<file path="src/rtl/pipe_perf_pkg.sv">
// Shared types and sizing helpers for the pipeline performance counter block.
package pipe_perf_pkg;

    localparam int unsigned STATE_W = 2;

    typedef enum logic [STATE_W-1:0] {
        ST_IDLE = 2'b00,
        ST_RUN  = 2'b01,
        ST_DONE = 2'b10
    } perf_state_e;

    // Read-select width: one slot for the cycle counter plus one per event channel.
    function automatic int unsigned rd_width(input int unsigned n_evt);
        return $clog2(n_evt + 1);
    endfunction

endpackage

</file>
<file path="src/rtl/perf_ctr_cell.sv">
// One wrap-or-saturate event counter with synchronous clear and an overflow pulse.
module perf_ctr_cell #(
    parameter int unsigned CNT_W = 32,
    parameter bit          SAT   = 1'b0
) (
    input  logic             clk,
    input  logic             rst_n,
    input  logic             inc,
    input  logic             clr,
    output logic [CNT_W-1:0] cnt,
    output logic             ovf
);

    localparam logic [CNT_W-1:0] CNT_MAX = '1;

    logic at_max;

    assign at_max = (cnt == CNT_MAX);
    // Overflow is reported on every increment attempted at all-ones, wrap or saturate.
    assign ovf    = inc & ~clr & at_max;

    always_ff @(posedge clk or negedge rst_n) begin
        if (!rst_n) begin
            cnt <= '0;
        end else if (clr) begin
            cnt <= '0;
        end else if (inc) begin
            if (!at_max) begin
                cnt <= cnt + CNT_W'(1);
            end else if (!SAT) begin
                cnt <= '0;
            end
        end
    end

endmodule

</file>
<file path="src/rtl/pipe_perf_counter.sv">
// Pipeline performance counter: cycle counter plus N_EVT event counters with shadow snapshot.
// Optional sticky overflow flags and interrupt are built only when PERF_OVERFLOW_IRQ_EN is defined.
module pipe_perf_counter
    import pipe_perf_pkg::*;
#(
    parameter int unsigned        N_EVT      = 4,
    parameter int unsigned        CNT_W      = 32,
    parameter int unsigned        CYC_LIMIT  = 30,
    parameter bit                 SAT        = 1'b0,
    parameter logic [N_EVT-1:0]   DEFER_MASK = '0,
    localparam int unsigned       RD_W       = rd_width(N_EVT)
) (
    input  logic             clk_i,
    input  logic             rst_i,
    input  logic             start_i,
    input  logic             clr_i,
    input  logic [N_EVT-1:0] evt_i,
    input  logic             snap_i,
    input  logic [RD_W-1:0]  rd_sel_i,
    output logic [CNT_W-1:0] rd_data_o,
    output logic [1:0]       state_o,
    output logic             done_o,
    output logic [N_EVT:0]   ovf_o,
    output logic             irq_o
);

    localparam int unsigned      N_CTR    = N_EVT + 1;
    localparam bit               LIMITED  = (CYC_LIMIT != 0);
    localparam logic [CNT_W-1:0] LIM_LAST = CNT_W'(CYC_LIMIT - 1);

    perf_state_e      state_q, state_d;
    logic             run_c;
    logic [N_EVT:0]   inc_c;
    logic [N_EVT:0]   ovf_pulse;
    logic [N_EVT-1:0] pend_q;
    logic [CNT_W-1:0] cnt      [N_CTR];
    logic [CNT_W-1:0] shadow_q [N_CTR];

    assign run_c = (state_q == ST_RUN);

    always_ff @(posedge clk_i or negedge rst_i) begin
        if (!rst_i) begin
            state_q <= ST_IDLE;
        end else begin
            state_q <= state_d;
        end
    end

    // The cycle counter reaches CYC_LIMIT on the same edge we enter DONE, so test LIMIT-1.
    always_comb begin
        state_d = state_q;
        if (clr_i) begin
            state_d = ST_IDLE;
        end else begin
            case (state_q)
                ST_IDLE: if (start_i) state_d = ST_RUN;
                ST_RUN: begin
                    if (LIMITED && (cnt[0] == LIM_LAST)) begin
                        state_d = ST_DONE;
                    end else if (!start_i) begin
                        state_d = ST_IDLE;
                    end
                end
                ST_DONE: state_d = ST_DONE;
                default: state_d = ST_IDLE;
            endcase
        end
    end

    assign state_o = state_q;
    assign done_o  = (state_q == ST_DONE);

    // Deferred channels count from pend in any state so the last RUN-cycle event lands.
    always_comb begin
        inc_c    = '0;
        inc_c[0] = run_c;
        for (int i = 0; i < N_EVT; i++) begin
            inc_c[i+1] = DEFER_MASK[i] ? pend_q[i] : (run_c & evt_i[i]);
        end
    end

    always_ff @(posedge clk_i or negedge rst_i) begin
        if (!rst_i) begin
            pend_q <= '0;
        end else if (clr_i) begin
            pend_q <= '0;
        end else begin
            pend_q <= DEFER_MASK & evt_i & {N_EVT{run_c}};
        end
    end

    for (genvar g = 0; g < N_CTR; g++) begin : g_ctr
        perf_ctr_cell #(
            .CNT_W (CNT_W),
            .SAT   (SAT)
        ) u_cell (
            .clk   (clk_i),
            .rst_n (rst_i),
            .inc   (inc_c[g]),
            .clr   (clr_i),
            .cnt   (cnt[g]),
            .ovf   (ovf_pulse[g])
        );
    end

    // Snapshot takes pre-edge live values, so it coexists with a same-edge clear.
    always_ff @(posedge clk_i or negedge rst_i) begin
        if (!rst_i) begin
            for (int k = 0; k < N_CTR; k++) begin
                shadow_q[k] <= '0;
            end
        end else if (snap_i) begin
            for (int k = 0; k < N_CTR; k++) begin
                shadow_q[k] <= cnt[k];
            end
        end
    end

    always_comb begin
        rd_data_o = '0;
        for (int k = 0; k < N_CTR; k++) begin
            if (rd_sel_i == RD_W'(k)) begin
                rd_data_o = shadow_q[k];
            end
        end
    end

`ifdef PERF_OVERFLOW_IRQ_EN
    logic [N_EVT:0] ovf_q;

    always_ff @(posedge clk_i or negedge rst_i) begin
        if (!rst_i) begin
            ovf_q <= '0;
        end else if (clr_i) begin
            ovf_q <= '0;
        end else begin
            ovf_q <= ovf_q | ovf_pulse;
        end
    end

    assign ovf_o = ovf_q;
    assign irq_o = |ovf_q;
`else
    logic unused_ovf;

    assign unused_ovf = ^ovf_pulse;
    assign ovf_o      = '0;
    assign irq_o      = 1'b0;
`endif

endmodule

</file>
<file path="config.mk">
export PLATFORM = sky130hd
export DESIGN_NAME = pipe_perf_counter
export DESIGN_NICKNAME = d
export VERILOG_FILES = /design/src/rtl/pipe_perf_pkg.sv /design/src/rtl/perf_ctr_cell.sv /design/src/rtl/pipe_perf_counter.sv
export SDC_FILE = /design/constraint.sdc
export NUM_CORES = 1
export LEC_CHECK = 0
export ABC_AREA = 1
export BUFFER_PORTS_ARGS = -buffer_cell sky130_fd_sc_hd__buf_4
export CORE_ASPECT_RATIO = 0.9
export CORE_MARGIN = 1
export CORE_UTILIZATION = 35
export DETAILED_ROUTE_END_ITERATION = 10
export SYNTH_ARGS = -nofsm -noshare
export SYNTH_HDL_FRONTEND = slang
export SYNTH_SLANG_ARGS = --single-unit
export TNS_END_PERCENT = 20
</file>
<file path="constraint.sdc">
create_clock -name clk_i -period 1.8 [get_ports clk_i]
set_input_delay 0.18 -clock clk_i [delete_from_list [all_inputs] [get_ports clk_i]]
set_output_delay 0.18 -clock clk_i [all_outputs]
set_load 0.005 [all_outputs]
</file>
# == Word level (Yosys, flattened, before mapping) ==
# Cells that the tools add are included.
# W data, S select, Z words.
# totals
regBits,322
in_bits,12
out_inout_bits,41
elab_cells,67
# classes
add_sub_neg,5
eq_ne,14
muxes,25
bitwise_logic,4
reduce_logical,8
# op_table
cell,count
$mux W32,20
$add A32 B1 Y32 const B,5
$eq A32 B32 Y1 const B,5
$eq A32 B5 Y1 const B,1
$reduce_bool A2 Y1,5
$mux W2,4
$eq A3 B2 Y1 const B,2
$pmux W2 S3,1
$and A1 B1 Y1,4
$ne A4 B3 Y1 const B,1
$eq A3 B1 Y1 const B,1
$eq A3 B3 Y1 const B,1
$logic_not A3 Y1,1
$ne A3 B3 Y1 const B,1
$eq A2 B1 Y1 const B,1
$eq A2 B2 Y1 const B,1
$logic_not A2 Y1,1
$reduce_and A2 Y1,1

# == Longest topological paths before layout ==
# depth
word_depth,6
depth_mapped,11
ltp_nobuf,11

# == By module ==
# A second synthesis with hierarchy kept.
# unflattened
hier_cells,2287
area_unflattened_um2,17658.2
# by_module_without_submodules
module,n_inst,cells_per_inst,area_per_inst_um2,seq_area_each_um2
perf_ctr_cell,5,310,2073.2,800.8
pipe_perf_counter,1,737,7292.0,4053.9

# == Least setup slack after synthesis ==
# No wires, ideal clock.
# synth_timing
kind,register to register
startpoint,register g_ctr[0].u_cell.cnt[0]
endpoint,register g_ctr[0].u_cell.cnt[4]
setup_time_ns,0.121
arrival_time_ns,1.521
t_required_ns,1.679
path_slack_ns,0.158
stages_incl_launch_ff,10
path_buffers,1
synth_period_minus_slack_ns,1.642
path_cell_list,dfrtp_1 -> ha_1 -> inv_1 -> nor2_2 -> nand2_1 -> nor2_4 -> nand3_2 -> o21ai_4 -> buf_6 -> nor2_1
# synth_between
elab_chain_len,4
word_cells_on_any_way,5
cone_classes,1 x add/sub; 1 x eq/ne; 3 x mux
# synth_rtl
element,line_no,rtl
"start, declared",perf_ctr_cell.sv:10,"output logic [CNT_W-1:0] cnt,"
"start signal, assigned",perf_ctr_cell.sv:29,cnt <= cnt + CNT_W'(1);
$add A32 B1 Y32 or $eq A32 B32 Y1 (tied branches),"perf_ctr_cell.sv:29, perf_ctr_cell.sv:18",
$mux W32 *,perf_ctr_cell.sv:28,if (!at_max) begin
$mux W32 *,perf_ctr_cell.sv:27,end else if (inc) begin
$mux W32 *,perf_ctr_cell.sv:25,end else if (clr) begin
# Mark *: on every way between the ends. The rest lies on a longest branch, timed or not. The select of a mux whose other input is x is not followed.
# A chain may end at the register's enable or synchronous reset.

# == Final worst setup path ==
# layout_timing
startpoint,register shadow_q[100] in the netlist's numbering
endpoint,output rd_data_o[4]
# layout_between
elab_chain_len,4
# layout_rtl
element,line_no,rtl
"start, declared",pipe_perf_counter.sv:37,logic [CNT_W-1:0] shadow_q [N_CTR];
"start signal, assigned by index",pipe_perf_counter.sv:114,shadow_q[k] <= cnt[k];
$mux W32 (4 in series),pipe_perf_counter.sv:122,if (rd_sel_i == RD_W'(k)) begin
"end, declared",pipe_perf_counter.sv:20,"output logic [CNT_W-1:0] rd_data_o,"
# Every way passes these cells.

==> flow_metrics.py <==
metrics = {
    "status": {
        "status": "finished, violations left",
        "violations": "negative setup slack",
    },
    "clock_network": {
        "cts_tree": "yes",
        "clk_pin_slew_worst_paths_ps": 60,
        "clk_latency_ps": 570,
        "clock-sinks": 322,
        "cts_buffers": 38,
        "ctsLongestPathBuffers": 3,
        "cts_root_buf": "clkbuf_16",
        "htree_levels": 2,
    },
    "sta": {
        "tightestPinTransition_ps": 717,
        "rsz0062_at_grt": "yes",
        "final_max_slew_viol_count": 0,
        "skew_ps": 18.0,
        "setup_viol": 6,
        "fin_crit_ps": 1890,
        "fin_ws_ps": -89.4,
        "post-route-period-util": 1.05,
        "finalSetupTns_ps": -184,
        "relSlewSlack": 0.521,
        "worst_hold_slack_ps": 43.2,
        "fmax_ghz": 0.529,
        "timing.final.hold_violations": 0,
    },
    "placed_design": {
        "numPortBuffers": 46,
        "hpwl_mm": 42.4,
        "place_inst": 3013,
        "routabilityCongestion": 0.930,
    },
    "synthesis": {
        "yosys.area.top_type": "dfrtp_1",
        "syn-cell-area_um2": 16900,
        "postSynth.asyncResetShare": 1.00,
        "synth_warnings": 0,
        "synth_top_area_frac": 0.477,
        "synth.distinct_cells": 39,
        "synth_edf_count": 0,
        "synth_most_common_cell": "nand2_1",
        "synth.avg_cell_area_um2": 7.48,
        "synth_cells": 2261,
        "ys_top_cells_by_area": "dfrtp_1, nand2_1, nor2_1",
        "synthTopCellsByCount": "nand2_1, nor2_1, dfrtp_1, inv_1, nand3_1",
        "synthFlopType": "dfrtp_1",
        "synth_seq_cells": 322,
        "ys_seq_area_frac": 0.477,
    },
    "drt": {
        "dr_total_vias": 15600,
        "finalWirelength_mm": 56.5,
        "vias_per_cell": 5.06,
        "first_iter_violations": 1219,
        "dr.pass1.iters": 7,
        "post-route-drc-count": 0,
        "wl_per_cell_um": 18.3,
        "ant_nets": 0,
    },
    "setup_path": {
        "required_ps": 1620,
        "r2r_cells": 9,
        "critPathSlowestCell": "dfrtp_1",
        "cp-endpoint": "rd_data_o[4]",
        "path_max_fanout": 2,
        "rrSetupSlack_ps": 20,
        "r2r_start": "g_ctr[0].u_cell.cnt[1]",
        "critPathLaunchType": "flip-flop",
        "worstPathCellList": "inv_2 -> o22ai_2 -> a21oi_1 -> nand3_1 -> buf_4",
        "cpPeakStageDelay_ps": 370,
        "startpoint": "shadow_q[100]",
        "criticalPathCategory": "flip-flop to output port",
        "end_kind": "output port",
        "reg2reg_to": "g_ctr[0].u_cell.cnt[15]",
        "arrival_ps": 1710,
    },
    "final_layout": {
        "n_fill_cell": 4813,
        "nNetsFinal": 2453,
        "finalCoreUtilization": 0.438,
        "syn2layout_area_growth_pct": 23.7,
        "drive_gt1_frac": 0.176,
        "regArea_um2": 8060,
        "antenna-diode-count": 0,
        "multi_input_area_um2": 7940,
        "fin_cells": 3087,
    },
    "job": {
        "cap_violations": 0,
    },
    "die": {
        "std_cell_rows": 76,
        "die_area_um2": 49200,
        "start_util": 0.354,
        "io_pins": 53,
        "core_um2": 47700,
        "die_x_um": 234,
        "die_y_um": 211,
    },
    "global_route": {
        "grt_first_pass_wirelength_mm": 88.6,
        "grt_use_total": 0.234,
        "antenna_found_initial": 0,
        "grt_overflow": 0,
        "grt_pass1_vias": 15400,
        "grt_start_max_net_pins": 67,
    },
    "power": {
        "p_leak_nw": 9.07,
        "powerDensity_nw_per_um2": 795,
        "max-vdd-ir-drop_uv": 578,
    },
    "hold_path": {
        "holdCritPathClass": "input port to flip-flop",
        "worstHoldPathCells": 3,
    },
}
## power by group
| part | leakage, nW | internal, mW | switching (mW) |
|---|---|---|---|
| Clock | 0.618 | 4.67 | 3.24 |
| Combinational | 4.08 | 0.401 | 0.763 |
| Sequential | 4.38 | 7.41 | 0.132 |
## placed cells by master, fill, tap and decap left out, drive strengths merged, types with 2 or more instances in the layout
master,Yosys,layout
dfrtp,322,322
nand4,42,42
clkinv,0,9
o31ai,3,3
xnor2,3,3
dlygate4sd3,0,2
nor3,53,53
conb,1,6
nand3b,2,2
nand2,589,589
mux2,24,24
inv,259,259
clkinvlp,0,2
o22ai,35,35
clkbuf,40,56
nor2,403,403
xor2,59,59
ha,6,6
o21ai,118,118
a21oi,112,112
bufinv,0,3
nand3,149,149
buf,37,202
## worst min-delay path by stage
stage	from	end	slack, ps
2_1_floorplan	rst_i	g_ctr[0].u_cell.cnt[0]	-120
3_3_place_gp	rst_i	g_ctr[0].u_cell.cnt[3]	50
3_5_place_dp	rst_i	g_ctr[0].u_cell.cnt[3]	60
4_1_cts	snap_i	shadow_q[157]	30
5_1_grt	snap_i	shadow_q[153]	60
6_report	snap_i	shadow_q[157]	40
## sequential cells by signal, summed over array words and instances (netlist names)
| signal | cells |
|---|---|
| g_ctr.u_cell.cnt | 160 |
| shadow_q | 160 |
| state_o | 2 |
## per-stage QoR
step                      power (mW)  instance area (um2)  worst slack (ps)
after floorplan                 8.14                16900               158
after global placement          8.75                19100              -302
after detailed placement        8.77                19100              -276
after CTS                       16.7                20500             -66.3
after global routing            17.2                20900              -101
final                           16.6                20900             -89.4
## critical path: cells and delay by family (launching register included)
kind                   cells  cell delay [ps]
flip-flops                 1              370
AO/OA/AOI/OAI              2              320
buffers and inverters      2              290
AND/OR/NAND/NOR            1              160
## logic make-up (layout without fill, tap and decap cells)
family / count (synthesis) / in the layout / share of synthesized area
other: 1 / 6 / 0.000222
AND/OR/NAND/NOR: 1241 / 1241 / 0.304
adder cells (fa/ha/maj): 6 / 6 / 0.00444
buffers and inverters: 336 / 533 / 0.0812
XOR/XNOR: 62 / 62 / 0.0321
flip-flops: 322 / 322 / 0.477
multiplexers: 24 / 24 / 0.0160
AO/OA/AOI/OAI: 269 / 269 / 0.0853
## layout make-up
| class | count | area share |
|---|---|---|
| clock inverters | 14 | 0.00826 |
| repair buffers | 206 | 0.0899 |
| well taps | 624 | 0.0373 |
| flip-flops and latches | 322 | 0.386 |
| inverters | 259 | 0.0469 |
| clock buffers | 54 | 0.0523 |
| multi-input cells | 1608 | 0.380 |
## routing by layer
metal | vias to the layer above | GRT usage | routed length [um]
li1 | 7510 | - | -
met1 | 7596 | 0.336 | 26600
met5 | - | 0 | 0
met3 | 79 | 0.0518 | 3720
met4 | 0 | 0.0699 | 1360
met2 | 444 | 0.350 | 24800
## timing repair
item | 4_1_cts | 5_1_grt
setup buffers | 0 | 5
gates resized for setup | 36 | 110
pin swaps | 3 | 10
cloned | 0 | 2
hold buffers | 2 | 0
setup endpoints to repair | 52 | 174
hold endpoints to repair | 323 | 0
Power figures use the tool's default switching activity.
